File: src/rtl/agc_timing_pkg.sv
// Shared AGC timing constants: scaler depth, channel read-out windows and the scaler count type.
package agc_timing_pkg;
  localparam int SCALER_STAGES = 33;
  localparam int CHAT_BASE     = 5;
  localparam int CHBT_BASE     = 19;
  localparam int CH_WIDTH      = 14;

  typedef logic [SCALER_STAGES-2:0] scaler_cnt_t;
endpackage

File: src/rtl/a1_scaler_decode.sv
// Two-phase decode of one scaler stage: A while both stages low, B while this stage high and the previous low.
// Purely combinational, zero latency, no backpressure.
module a1_scaler_decode (
  input  logic fs_prev_i,
  input  logic fs_cur_i,
  output logic fa_o,
  output logic fb_o
);
  assign fa_o = ~fs_prev_i & ~fs_cur_i;
  assign fb_o = ~fs_prev_i &  fs_cur_i;
endmodule

File: src/rtl/a1_scaler_block.sv
// AGC timing scaler: 32-stage FS01-driven count, FnnA/FnnB decodes, derived strobes, CHAT/CHBT read-out.
// Stages move 3 SIM_CLK after an FS01_ rise, no backpressure; A1_SCALER_CHANNEL_READ_EN enables bus gating.
module a1_scaler_block
  import agc_timing_pkg::*;
(
  input  logic SIM_CLK,
  input  logic SIM_RST_,
  input  logic FS01_,
  input  logic RCHAT_,
  input  logic RCHBT_,
  output logic FS02, FS03, FS04, FS05, FS06, FS07, FS08, FS09, FS10, FS11, FS12,
  output logic FS13, FS14, FS15, FS16, FS17, FS18, FS19, FS20, FS21, FS22, FS23,
  output logic FS24, FS25, FS26, FS27, FS28, FS29, FS30, FS31, FS32, FS33,
  output logic F02A, F03A, F04A, F05A, F06A, F07A, F08A, F09A, F10A, F11A, F12A,
  output logic F13A, F14A, F15A, F16A, F17A, F18A, F19A, F20A, F21A, F22A, F23A,
  output logic F24A, F25A, F26A, F27A, F28A, F29A, F30A, F31A, F32A, F33A,
  output logic F02B, F03B, F04B, F05B, F06B, F07B, F08B, F09B, F10B, F11B, F12B,
  output logic F13B, F14B, F15B, F16B, F17B, F18B, F19B, F20B, F21B, F22B, F23B,
  output logic F24B, F25B, F26B, F27B, F28B, F29B, F30B, F31B, F32B, F33B,
  output logic FS02A, FS03A, FS04A, FS05A, FS07A,
  output logic FS05_, FS06_, FS07_, FS08_, FS09_,
  output logic F03B_, F04B_, F05A_, F05B_, F06B_, F07A_, F07B_, F08B_,
  output logic F09A_, F09B_, F10A_, F10B_, F17A_, F17B_, F18A_, F18B_,
  output logic F05D, F07C_, F07D_, F09D_, F18AX,
  output logic CHAT01, CHAT02, CHAT03, CHAT04, CHAT05, CHAT06, CHAT07,
  output logic CHAT08, CHAT09, CHAT10, CHAT11, CHAT12, CHAT13, CHAT14,
  output logic CHBT01, CHBT02, CHBT03, CHBT04, CHBT05, CHBT06, CHBT07,
  output logic CHBT08, CHBT09, CHBT10, CHBT11, CHBT12, CHBT13, CHBT14
);
  logic [1:0]             sync_q;
  logic                   hist_q;
  scaler_cnt_t            cnt_q, cnt_d;
  logic                   fs01_fall;
  logic [SCALER_STAGES:1] fs;
  logic [SCALER_STAGES:2] fa, fb;
  logic [CH_WIDTH:1]      chat, chbt;

  // FS01 is the inverse of FS01_, so its falling edge is a rising edge of the synchronized FS01_.
  assign fs01_fall = sync_q[1] & ~hist_q;

  always_comb begin
    cnt_d = cnt_q;
    if (fs01_fall) cnt_d = cnt_q + scaler_cnt_t'(1);
  end

  always_ff @(posedge SIM_CLK or negedge SIM_RST_) begin
    if (!SIM_RST_) begin
      sync_q <= 2'b11;
      hist_q <= 1'b1;
      cnt_q  <= '0;
    end else begin
      sync_q <= {sync_q[0], FS01_};
      hist_q <= sync_q[1];
      cnt_q  <= cnt_d;
    end
  end

  assign fs = {cnt_q, ~sync_q[1]};

  for (genvar n = 2; n <= SCALER_STAGES; n++) begin : g_dec
    a1_scaler_decode u_dec (
      .fs_prev_i (fs[n-1]),
      .fs_cur_i  (fs[n]),
      .fa_o      (fa[n]),
      .fb_o      (fb[n])
    );
  end

`ifdef A1_SCALER_CHANNEL_READ_EN
  assign chat = {CH_WIDTH{~RCHAT_}} & fs[CHAT_BASE+CH_WIDTH-1:CHAT_BASE];
  assign chbt = {CH_WIDTH{~RCHBT_}} & fs[CHBT_BASE+CH_WIDTH-1:CHBT_BASE];
`else
  logic unused_rd;
  assign unused_rd = RCHAT_ ^ RCHBT_;
  assign chat      = '0;
  assign chbt      = '0;
`endif

  assign {FS33, FS32, FS31, FS30, FS29, FS28, FS27, FS26, FS25, FS24, FS23,
          FS22, FS21, FS20, FS19, FS18, FS17, FS16, FS15, FS14, FS13, FS12,
          FS11, FS10, FS09, FS08, FS07, FS06, FS05, FS04, FS03, FS02} = fs[SCALER_STAGES:2];
  assign {F33A, F32A, F31A, F30A, F29A, F28A, F27A, F26A, F25A, F24A, F23A,
          F22A, F21A, F20A, F19A, F18A, F17A, F16A, F15A, F14A, F13A, F12A,
          F11A, F10A, F09A, F08A, F07A, F06A, F05A, F04A, F03A, F02A} = fa;
  assign {F33B, F32B, F31B, F30B, F29B, F28B, F27B, F26B, F25B, F24B, F23B,
          F22B, F21B, F20B, F19B, F18B, F17B, F16B, F15B, F14B, F13B, F12B,
          F11B, F10B, F09B, F08B, F07B, F06B, F05B, F04B, F03B, F02B} = fb;

  assign {FS02A, FS03A, FS04A, FS05A, FS07A} = {fs[2], fs[3], fs[4], fs[5], fs[7]};
  assign {FS05_, FS06_, FS07_, FS08_, FS09_} = ~{fs[5], fs[6], fs[7], fs[8], fs[9]};
  assign {F03B_, F04B_, F05A_, F05B_, F06B_, F07A_, F07B_, F08B_} =
         ~{fb[3], fb[4], fa[5], fb[5], fb[6], fa[7], fb[7], fb[8]};
  assign {F09A_, F09B_, F10A_, F10B_, F17A_, F17B_, F18A_, F18B_} =
         ~{fa[9], fb[9], fa[10], fb[10], fa[17], fb[17], fa[18], fb[18]};

  assign F05D  = fb[5] & ~fs[3];
  assign F07C_ = ~(fa[7] & ~fs[5]);
  assign F07D_ = ~(fb[7] & ~fs[5]);
  assign F09D_ = ~(fb[9] & ~fs[7]);
  assign F18AX = fa[18] & ~fs[16];

  assign {CHAT14, CHAT13, CHAT12, CHAT11, CHAT10, CHAT09, CHAT08,
          CHAT07, CHAT06, CHAT05, CHAT04, CHAT03, CHAT02, CHAT01} = chat;
  assign {CHBT14, CHBT13, CHBT12, CHBT11, CHBT10, CHBT09, CHBT08,
          CHBT07, CHBT06, CHBT05, CHBT04, CHBT03, CHBT02, CHBT01} = chbt;
endmodule

File: config.mk
export PLATFORM = sky130hd
export DESIGN_NAME = a1_scaler_block
export DESIGN_NICKNAME = d
export VERILOG_FILES = /design/src/rtl/agc_timing_pkg.sv /design/src/rtl/a1_scaler_decode.sv /design/src/rtl/a1_scaler_block.sv
export SDC_FILE = /design/constraint.sdc
export NUM_CORES = 1
export LEC_CHECK = 0
export CORE_ASPECT_RATIO = 0.8
export CORE_MARGIN = 3
export CORE_UTILIZATION = 38
export CTS_CLUSTER_DIAMETER = 100
export DETAILED_ROUTE_END_ITERATION = 10
export PLACE_DENSITY_LB_ADDON = 0.12
export SKIP_LAST_GASP = 1
export SYNTH_ARGS = -nofsm -noshare
export SYNTH_HDL_FRONTEND = slang
export SYNTH_SLANG_ARGS = --single-unit
File: constraint.sdc
create_clock -name SIM_CLK -period 3.51 [get_ports SIM_CLK]
set_input_delay 0.702 -clock SIM_CLK [delete_from_list [all_inputs] [get_ports SIM_CLK]]
set_output_delay 0.702 -clock SIM_CLK [all_outputs]
set_load 0.02 [all_outputs]
-- Word-level counts from Yosys, hierarchy flattened
Index checks and enable logic that the tools add are counted.
W data, S select, Z words.
- word-level logic and storage cells: 113
- flip-flop bits (word level): 35
- output and inout port bits: 155
- add/sub/neg operators: 1
- bitwise gates (word level): 109
- operators with widths (cell ; number):
    $and A1 B1 Y1 ; 70
    $not A1 Y1 ; 36
    $add A32 B1 Y32 const B ; 1
    $not A8 Y8 ; 2
    $not A5 Y5 ; 1

-- Logic depth before layout (Yosys ltp)
Gate-level depths: netlist of the first run.
- depth in word-level cells: 4
- depth in mapped cells: 6
- depth with buffers taken out: 5

-- Modules after synthesis
A second synthesis of the first run with hierarchy kept.
- cell total of the unflattened synthesis: 265
- area total of the unflattened synthesis: 2373.5 um^2
- modules (own cells, without submodules) (module ; seq. area each (um^2) ; cells each ; area an instance (um^2) ; instances):
    a1_scaler_block ; 879.6 ; 201 ; 1973.1 ; 1
    a1_scaler_decode ; 0.0 ; 2 ; 12.5 ; 32

-- Worst setup path before layout of the first run
Ideal clock, no wire load.
- path kind: reg2out
- start: register cnt_q[3]
- end: output port F05D
- data arrival time: 1.666 ns
- data required time: 2.808 ns
- cell stages (with the launch flop): 5
- setup slack: 1.142 ns
- path buffers: 0
- cell sequence: dfrtp_1 > inv_1 > nor2_1 > inv_1 > nor2_1
- cells in the longest elaborated chain, start to end: 2
- RTL lines (what ; line ; source):
    from (decl) ; a1_scaler_block.sv:32 ; scaler_cnt_t cnt_q, cnt_d;
    from (signal assigned) ; a1_scaler_block.sv:54 ; cnt_q <= cnt_d;
    $and A1 B1 Y1 ; a1_scaler_decode.sv:10 ; assign fb_o = ~fs_prev_i & fs_cur_i;
    via F05B ; a1_scaler_block.sv:17 ; output logic F02B, F03B, F04B, F05B, F06B, F07B, F08B, F09B, F10B, F11B, F12B,
    $and A1 B1 Y1 ; a1_scaler_block.sv:96 ; assign F05D = fb[5] & ~fs[3];
    to (decl) ; a1_scaler_block.sv:24 ; output logic F05D, F07C_, F07D_, F09D_, F18AX,
The timed path passes the listed nets, and every way through them passes these cells.

-- Final worst setup path of the first run
- start: register cnt_q[3]
- end: output port F05D
- cells in the longest elaborated chain, start to end: 2
- RTL lines (what ; line):
    $and A1 B1 Y1 ; a1_scaler_decode.sv:10
    $and A1 B1 Y1 ; a1_scaler_block.sv:96
No other way between the ends.

==> results of run 1 <==
critical path: cells and delay by family (launching register included):
family	cells	cell delay, ns
buf+inv	3	0.81
flops	1	0.49
simple gates	2	0.21
report_power, final:
part | leakage, nW | total [mW] | switching, mW | internal, mW
combinational | 1.09 | 0.785 | 0.426 | 0.360
clock | 0.0477 | 0.278 | 0.142 | 0.136
sequential | 0.469 | 0.512 | 0.0747 | 0.437
total | 1.61 | 1.57 | 0.643 | 0.932
cell families after synthesis:
logic type,after synthesis
multiplexers,1
buffers and inverters,66
other,1
AND/OR/NAND/NOR,121
XOR/XNOR,31
flip-flops,35
adder cells (fa/ha/maj),3
cell usage after synthesis (2+ instances only):
library cell   n  area (µm²)
nor2_1        36         135
buf_4         33         248
dfrtp_1       32         801
xnor2_1       25         219
inv_1         24        90.1
nor2b_1       21         131
nand2_1       17        63.8
nand4_1       10        62.6
xor2_1         6        52.6
and2_1         5        31.3
and4_1         5        43.8
nand3_1        5        25.0
and3_1         4        25.0
buf_2          4        20.0
clkbuf_1       3        11.3
dfstp_2        3        78.8
ha_1           3        37.5
or2_2          3        18.8
or3_1          2        12.5
layer usage:
| metal | track usage (%) | vias up | routed length (µm) |
|---|---|---|---|
| met5 | 0 | - | 0 |
| met4 | 4.94 | 0 | 61 |
| met3 | 4.80 | 8 | 471 |
| met2 | 27.6 | 76 | 2860 |
| met1 | 20.2 | 953 | 2370 |
| li1 | - | 986 | - |
layout make-up:
class,count,area (µm²)
multi-input combinational,184,1110
sequential,35,880
clock buffer,5,68.8
tap,78,97.6
inverter,24,90.1
fill,498,2070
timing repair buffer,129,1290
clock inverter,3,15.0
state kept, by name, indices dropped and copies added, names as in the netlist:
| name | cells |
|---|---|
| cnt_q | 32 |
| sync_q | 2 |
| hist_q | 1 |
per-stage QoR:
stage	power [mW]	hold slack [ns]	util [%]	area, µm²
2_1_floorplan	0.969	0.345	-	2370
3_3_place_gp	1.30	0.346	61.7	3460
3_5_place_dp	1.31	0.348	61.7	3460
4_1_cts	1.60	0.358	63.2	3550
5_1_grt	1.66	0.366	63.2	3550
6_report	1.57	0.357	63.2	3550
final timing paths:
path,start,endpoint,slack [ns],cells after the start
min reg2reg,sync_q[0],sync_q[1],0.36,0
min,sync_q[0],sync_q[1],0.36,0
max reg2reg,cnt_q[10],cnt_q[31],1.53,4
min in group asynchronous,SIM_RST_,cnt_q[31],0.47,1
max,cnt_q[3],F05D,1.02,5
max in group asynchronous,SIM_RST_,cnt_q[1],2.56,1
==> summary.txt, run 1 <==
Post-cts sizing count: 0
Port Buffers: 129
DRC viols: 0
Simple-Gate Fraction of Synth Area: 30.1%
1st-iter DRT viols: 61
TritonCTS Buffers: 5
GR Overflow Total: 0
RSZ-0062 raised after global routing: no
Die W: 92.5 µm
Max cap viols: 0
Postcts setup bufs: 0
Fmax: 401 MHz
Vias in the first global route: 1758
Synth warn: 0
Final WL: 5770 µm
Diode count: 0
Layout cells sized above 1: 6.32%
CP Max Fanout: 8
Crit path kind: reg2out
CTS tree: built
CTS Hold Buffers Added: 0
Ports: 160
Crit-path cells: inv_1 -> nor2_1 -> inv_1 -> nor2_1 -> clkdlybuf4s50_1
Vias: 2023
Max-slew headroom: 50.1%
Detailed-placement wirelength estimate: 4560 µm
CP endpoint kind: output port
XOR/XNOR Fraction of Synth Area: 11.9%
CP Launch Type: flip-flop
Placed Cells: 450
Post-synthesis compound-gate area fraction: 0%
Cells after synthesis: 258
TritonRoute pass-1 iters: 4
Final worst slack: 1.02 ns
ANT nets after route: 0
Leak: 1.61 nW
Mux cell area share after synthesis: 0.495%
Initial antenna violation count: 0
Yosys reg bits: 35
Wire per inst: 12.6 µm
Asr flop ratio synth: 100%
Post-Syn Area per Cell: 8.81 µm²
Min Tclk post-route: 2.49 ns
Root buffer cell: clkbuf_8
Place WS: 1.32 ns
Worst-Skew Late Latency: 0.29 ns
GPL Wtd Cong: 0.786
Run status: completed
First-pass GRT wire length: 8960 µm
Row Count: 24
Largest net degree at the start of global routing: 36
Initial Utilization: 40.5%
CTS max path bufs: 2
Slew Limit Fails: 0
Most common cell after layout, fill and taps aside: clkdlybuf4s50_1
Crit-path slowest cell: clkdlybuf4s50_1
Die Y: 75.2 µm
Period utilisation layout: 71.0%
Worst Hold Class: reg2reg
Dominant synthesized flop cell: dfrtp_1
# clock sinks: 35
VDD IR-drop max: 0.475 mV
Final #Nets: 387
Clk_skew: 0.00387 ns
Reg clk slew, reported paths: 0.07 ns
Layout Cells excl Fill: 458
Hold Fails Final Rpt: 0
Least-Margin Pin Slew: 0.749 ns
Vias per inst: 4.42
Sequential fraction of the synthesis area: 38.7%
Area growth syn-to-layout: 56.0%
Final setup TNS: 0 ns
WP data required: 2.81 ns
Total die area: 6950 µm²
Worst EP arrival: 1.79 ns
Cell Pwr Density: 444 nW/µm²
Post-synth EDFFs: 0
Htree depth: 2
Mapped Area: 2270 µm²
Main combinational cell family by area after synthesis: simple AND/OR/NAND/NOR gates
Tot GR Track Use: 16.2%
Adder-cell share of the synthesized area: 1.65%
Most frequent cells in the layout: 128 x clkdlybuf4s50_1, 36 x nor2_1, 32 x dfrtp_1, 28 x conb_1, 25 x xnor2_1
Core Region: 5620 µm²
Finish-stage setup viols: 0
Synth unique cells: 36
Slowest cell delay on critical path: 0.62 ns
No activity file was read; power rests on OpenSTA's default activity.
==> run 2, diff against run 1 <==
--- a/config.mk
+++ b/config.mk
@@ -7,7 +7,7 @@
 export LEC_CHECK = 0
 export CORE_ASPECT_RATIO = 0.8
 export CORE_MARGIN = 3
-export CORE_UTILIZATION = 38
+export CORE_UTILIZATION = 35
 export CTS_CLUSTER_DIAMETER = 100
 export DETAILED_ROUTE_END_ITERATION = 10
 export PLACE_DENSITY_LB_ADDON = 0.12
==> constraint.sdc (replaced) <==
create_clock -name SIM_CLK -period 2.35 [get_ports SIM_CLK]
set_input_delay 0.47 -clock SIM_CLK [delete_from_list [all_inputs] [get_ports SIM_CLK]]
set_output_delay 0.47 -clock SIM_CLK [all_outputs]
set_load 0.02 [all_outputs]
==> run 2 against run 1 <==
Cell count is 1.1% higher. Sequential share of layout area is 0.23 points lower. Largest cell class unchanged. Combinational power is 53% higher. Final area is 1.1% higher. Largest power group unchanged. Sequential power is 48% higher.
==> summary.txt, run 2 (synthesized netlist as in run 1, its figures left out) <==
First-pass GRT wire length: 9290 µm
Worst reg2reg startpoint: cnt_q[1]
Final #Nets: 389
Wire per inst: 12.6 µm
Worst Hold Class: in2async
Htree depth: 2
Min Tclk post-route: 2.24 ns
Row Count: 25
# clock sinks: 35
Area growth syn-to-layout: 57.7%
TritonRoute pass-1 iters: 4
Die W: 96.1 µm
Grt peak-use layer: met2
Slew Limit Fails: 0
CTS tree: built
Layout cells sized above 1: 6.81%
DRC viols: 0
Leading registers by flop count: cnt_q: 32 flops, sync_q: 2 flops, hist_q: 1 flops
Max-slew headroom: 47.3%
Total die area: 7500 µm²
Met1 usage: 20.1%
Detailed-placement wirelength estimate: 4560 µm
Leak: 1.64 nW
CP Max Fanout: 8
Reg clk slew, reported paths: 0.07 ns
Hold slack: 0.273 ns
Placed Cells: 455
R2R Path End: cnt_q[16]
Worst EP arrival: 1.77 ns
VDD IR-drop max: 0.832 mV
Final setup TNS: 0 ns
Period utilisation layout: 95.2%
R2R depth: 5
CTS max path bufs: 2
Number of flip-flops in the largest register: 32
FF-to-FF setup slack: 0.54 ns
Layout Cells excl Fill: 463
TritonCTS Buffers: 5
Run status: completed
Diode count: 0
Ports: 160
Initial antenna violation count: 0
Core Region: 6100 µm²
GPL Wtd Cong: 0.755
Root buffer cell: clkbuf_8
Die Y: 78.1 µm
Postcts setup bufs: 0
Largest net degree at the start of global routing: 36
Worst-Skew Late Latency: 0.28 ns
Vias: 2023
ANT nets after route: 0
Most common cell after layout, fill and taps aside: clkdlybuf4s50_1
Least-Margin Pin Slew: 0.790 ns
Max cap viols: 0
1st-iter DRT viols: 68
Clk_skew: 0.00630 ns
Met3 GRT Util: 4.41%
CP endpoint kind: output port
Vias per inst: 4.37
WP data required: 1.88 ns
Hold Fails Final Rpt: 0
Initial Utilization: 37.3%
CP Launch Type: flip-flop
Port Buffers: 129
GR Overflow Total: 0
Finish-stage setup viols: 0
Top reg by flops: cnt_q
Final WL: 5820 µm
Layout filler cell count: 577
Cell Pwr Density: 677 nW/µm²
Met2 usage: 25.2%
Vias in the first global route: 1834
Tot GR Track Use: 15.3%
RSZ-0062 raised after global routing: no
CTS Hold Buffers Added: 0
Fmax: 447 MHz
Most frequent cells in the layout: 127 x clkdlybuf4s50_1, 36 x nor2_1, 31 x dfrtp_1, 28 x conb_1, 25 x xnor2_1
Crit path kind: reg2out
-- run 2: power breakdown --
part / switching (mW) / total, mW / internal (mW) / leakage (nW)
clock: 0.203 / 0.471 / 0.267 / 0.0515
combinational: 0.646 / 1.20 / 0.550 / 1.12
sequential: 0.105 / 0.760 / 0.655 / 0.468
total: 0.955 / 2.43 / 1.47 / 1.64
-- run 2: cell type report --
| class | count | area (µm²) | area share [%] |
|---|---|---|---|
| Tap cell | 81 | 101 | 2.83 |
| Clock buffer | 8 | 100 | 2.79 |
| Sequential cell | 35 | 881 | 24.6 |
| Multi-Input combinational cell | 184 | 1110 | 30.9 |
| Timing Repair Buffer | 131 | 1300 | 36.4 |
| Inverter | 24 | 90.1 | 2.51 |
-- run 2: critical path, cell delays in order (launching register included) --
cell             delay (ns)
dfrtp_1                0.49
or2_2                  0.35
inv_1                  0.06
clkdlybuf4s50_1        0.60
-- run 2: per-layer routing --
metal | vias up | share of wire (%)
li1 | 996 | -
met1 | 944 | 42
met2 | 78 | 48
met3 | 5 | 8.8
met4 | 0 | 0.64
met5 | - | 0
-- run 2: how the worst max path moves through the flow --
stage,startpoint,slack (ns),endpoint
6_report,cnt_q[8],0.11,F10A
5_1_grt,cnt_q[0],0.01,F03B_
4_1_cts,cnt_q[3],0.08,F05D
3_5_place_dp,cnt_q[3],0.39,F05D
3_3_place_gp,cnt_q[8],0.42,F10A
2_1_floorplan,cnt_q[3],0.21,F05D
-- run 2: repair_timing --
item / in CTS / in global routing
endpoints found under the setup margin: 0 / 1
hold endpoints to repair: 0 / 0
gates resized for setup: 0 / 2
-- run 2: per-stage QoR --
stage | worst slack [ns] | power, mW | area (µm²) | util, %
after CTS | 0.0769 | 2.47 | 3580 | 58.7
after global placement | 0.421 | 1.97 | 3480 | 57.1
final | 0.112 | 2.43 | 3590 | 58.8
after global routing | 0.0138 | 2.56 | 3590 | 58.8
after detailed placement | 0.388 | 1.98 | 3480 | 57.1
after floorplan | 0.214 | 1.45 | 2370 | -
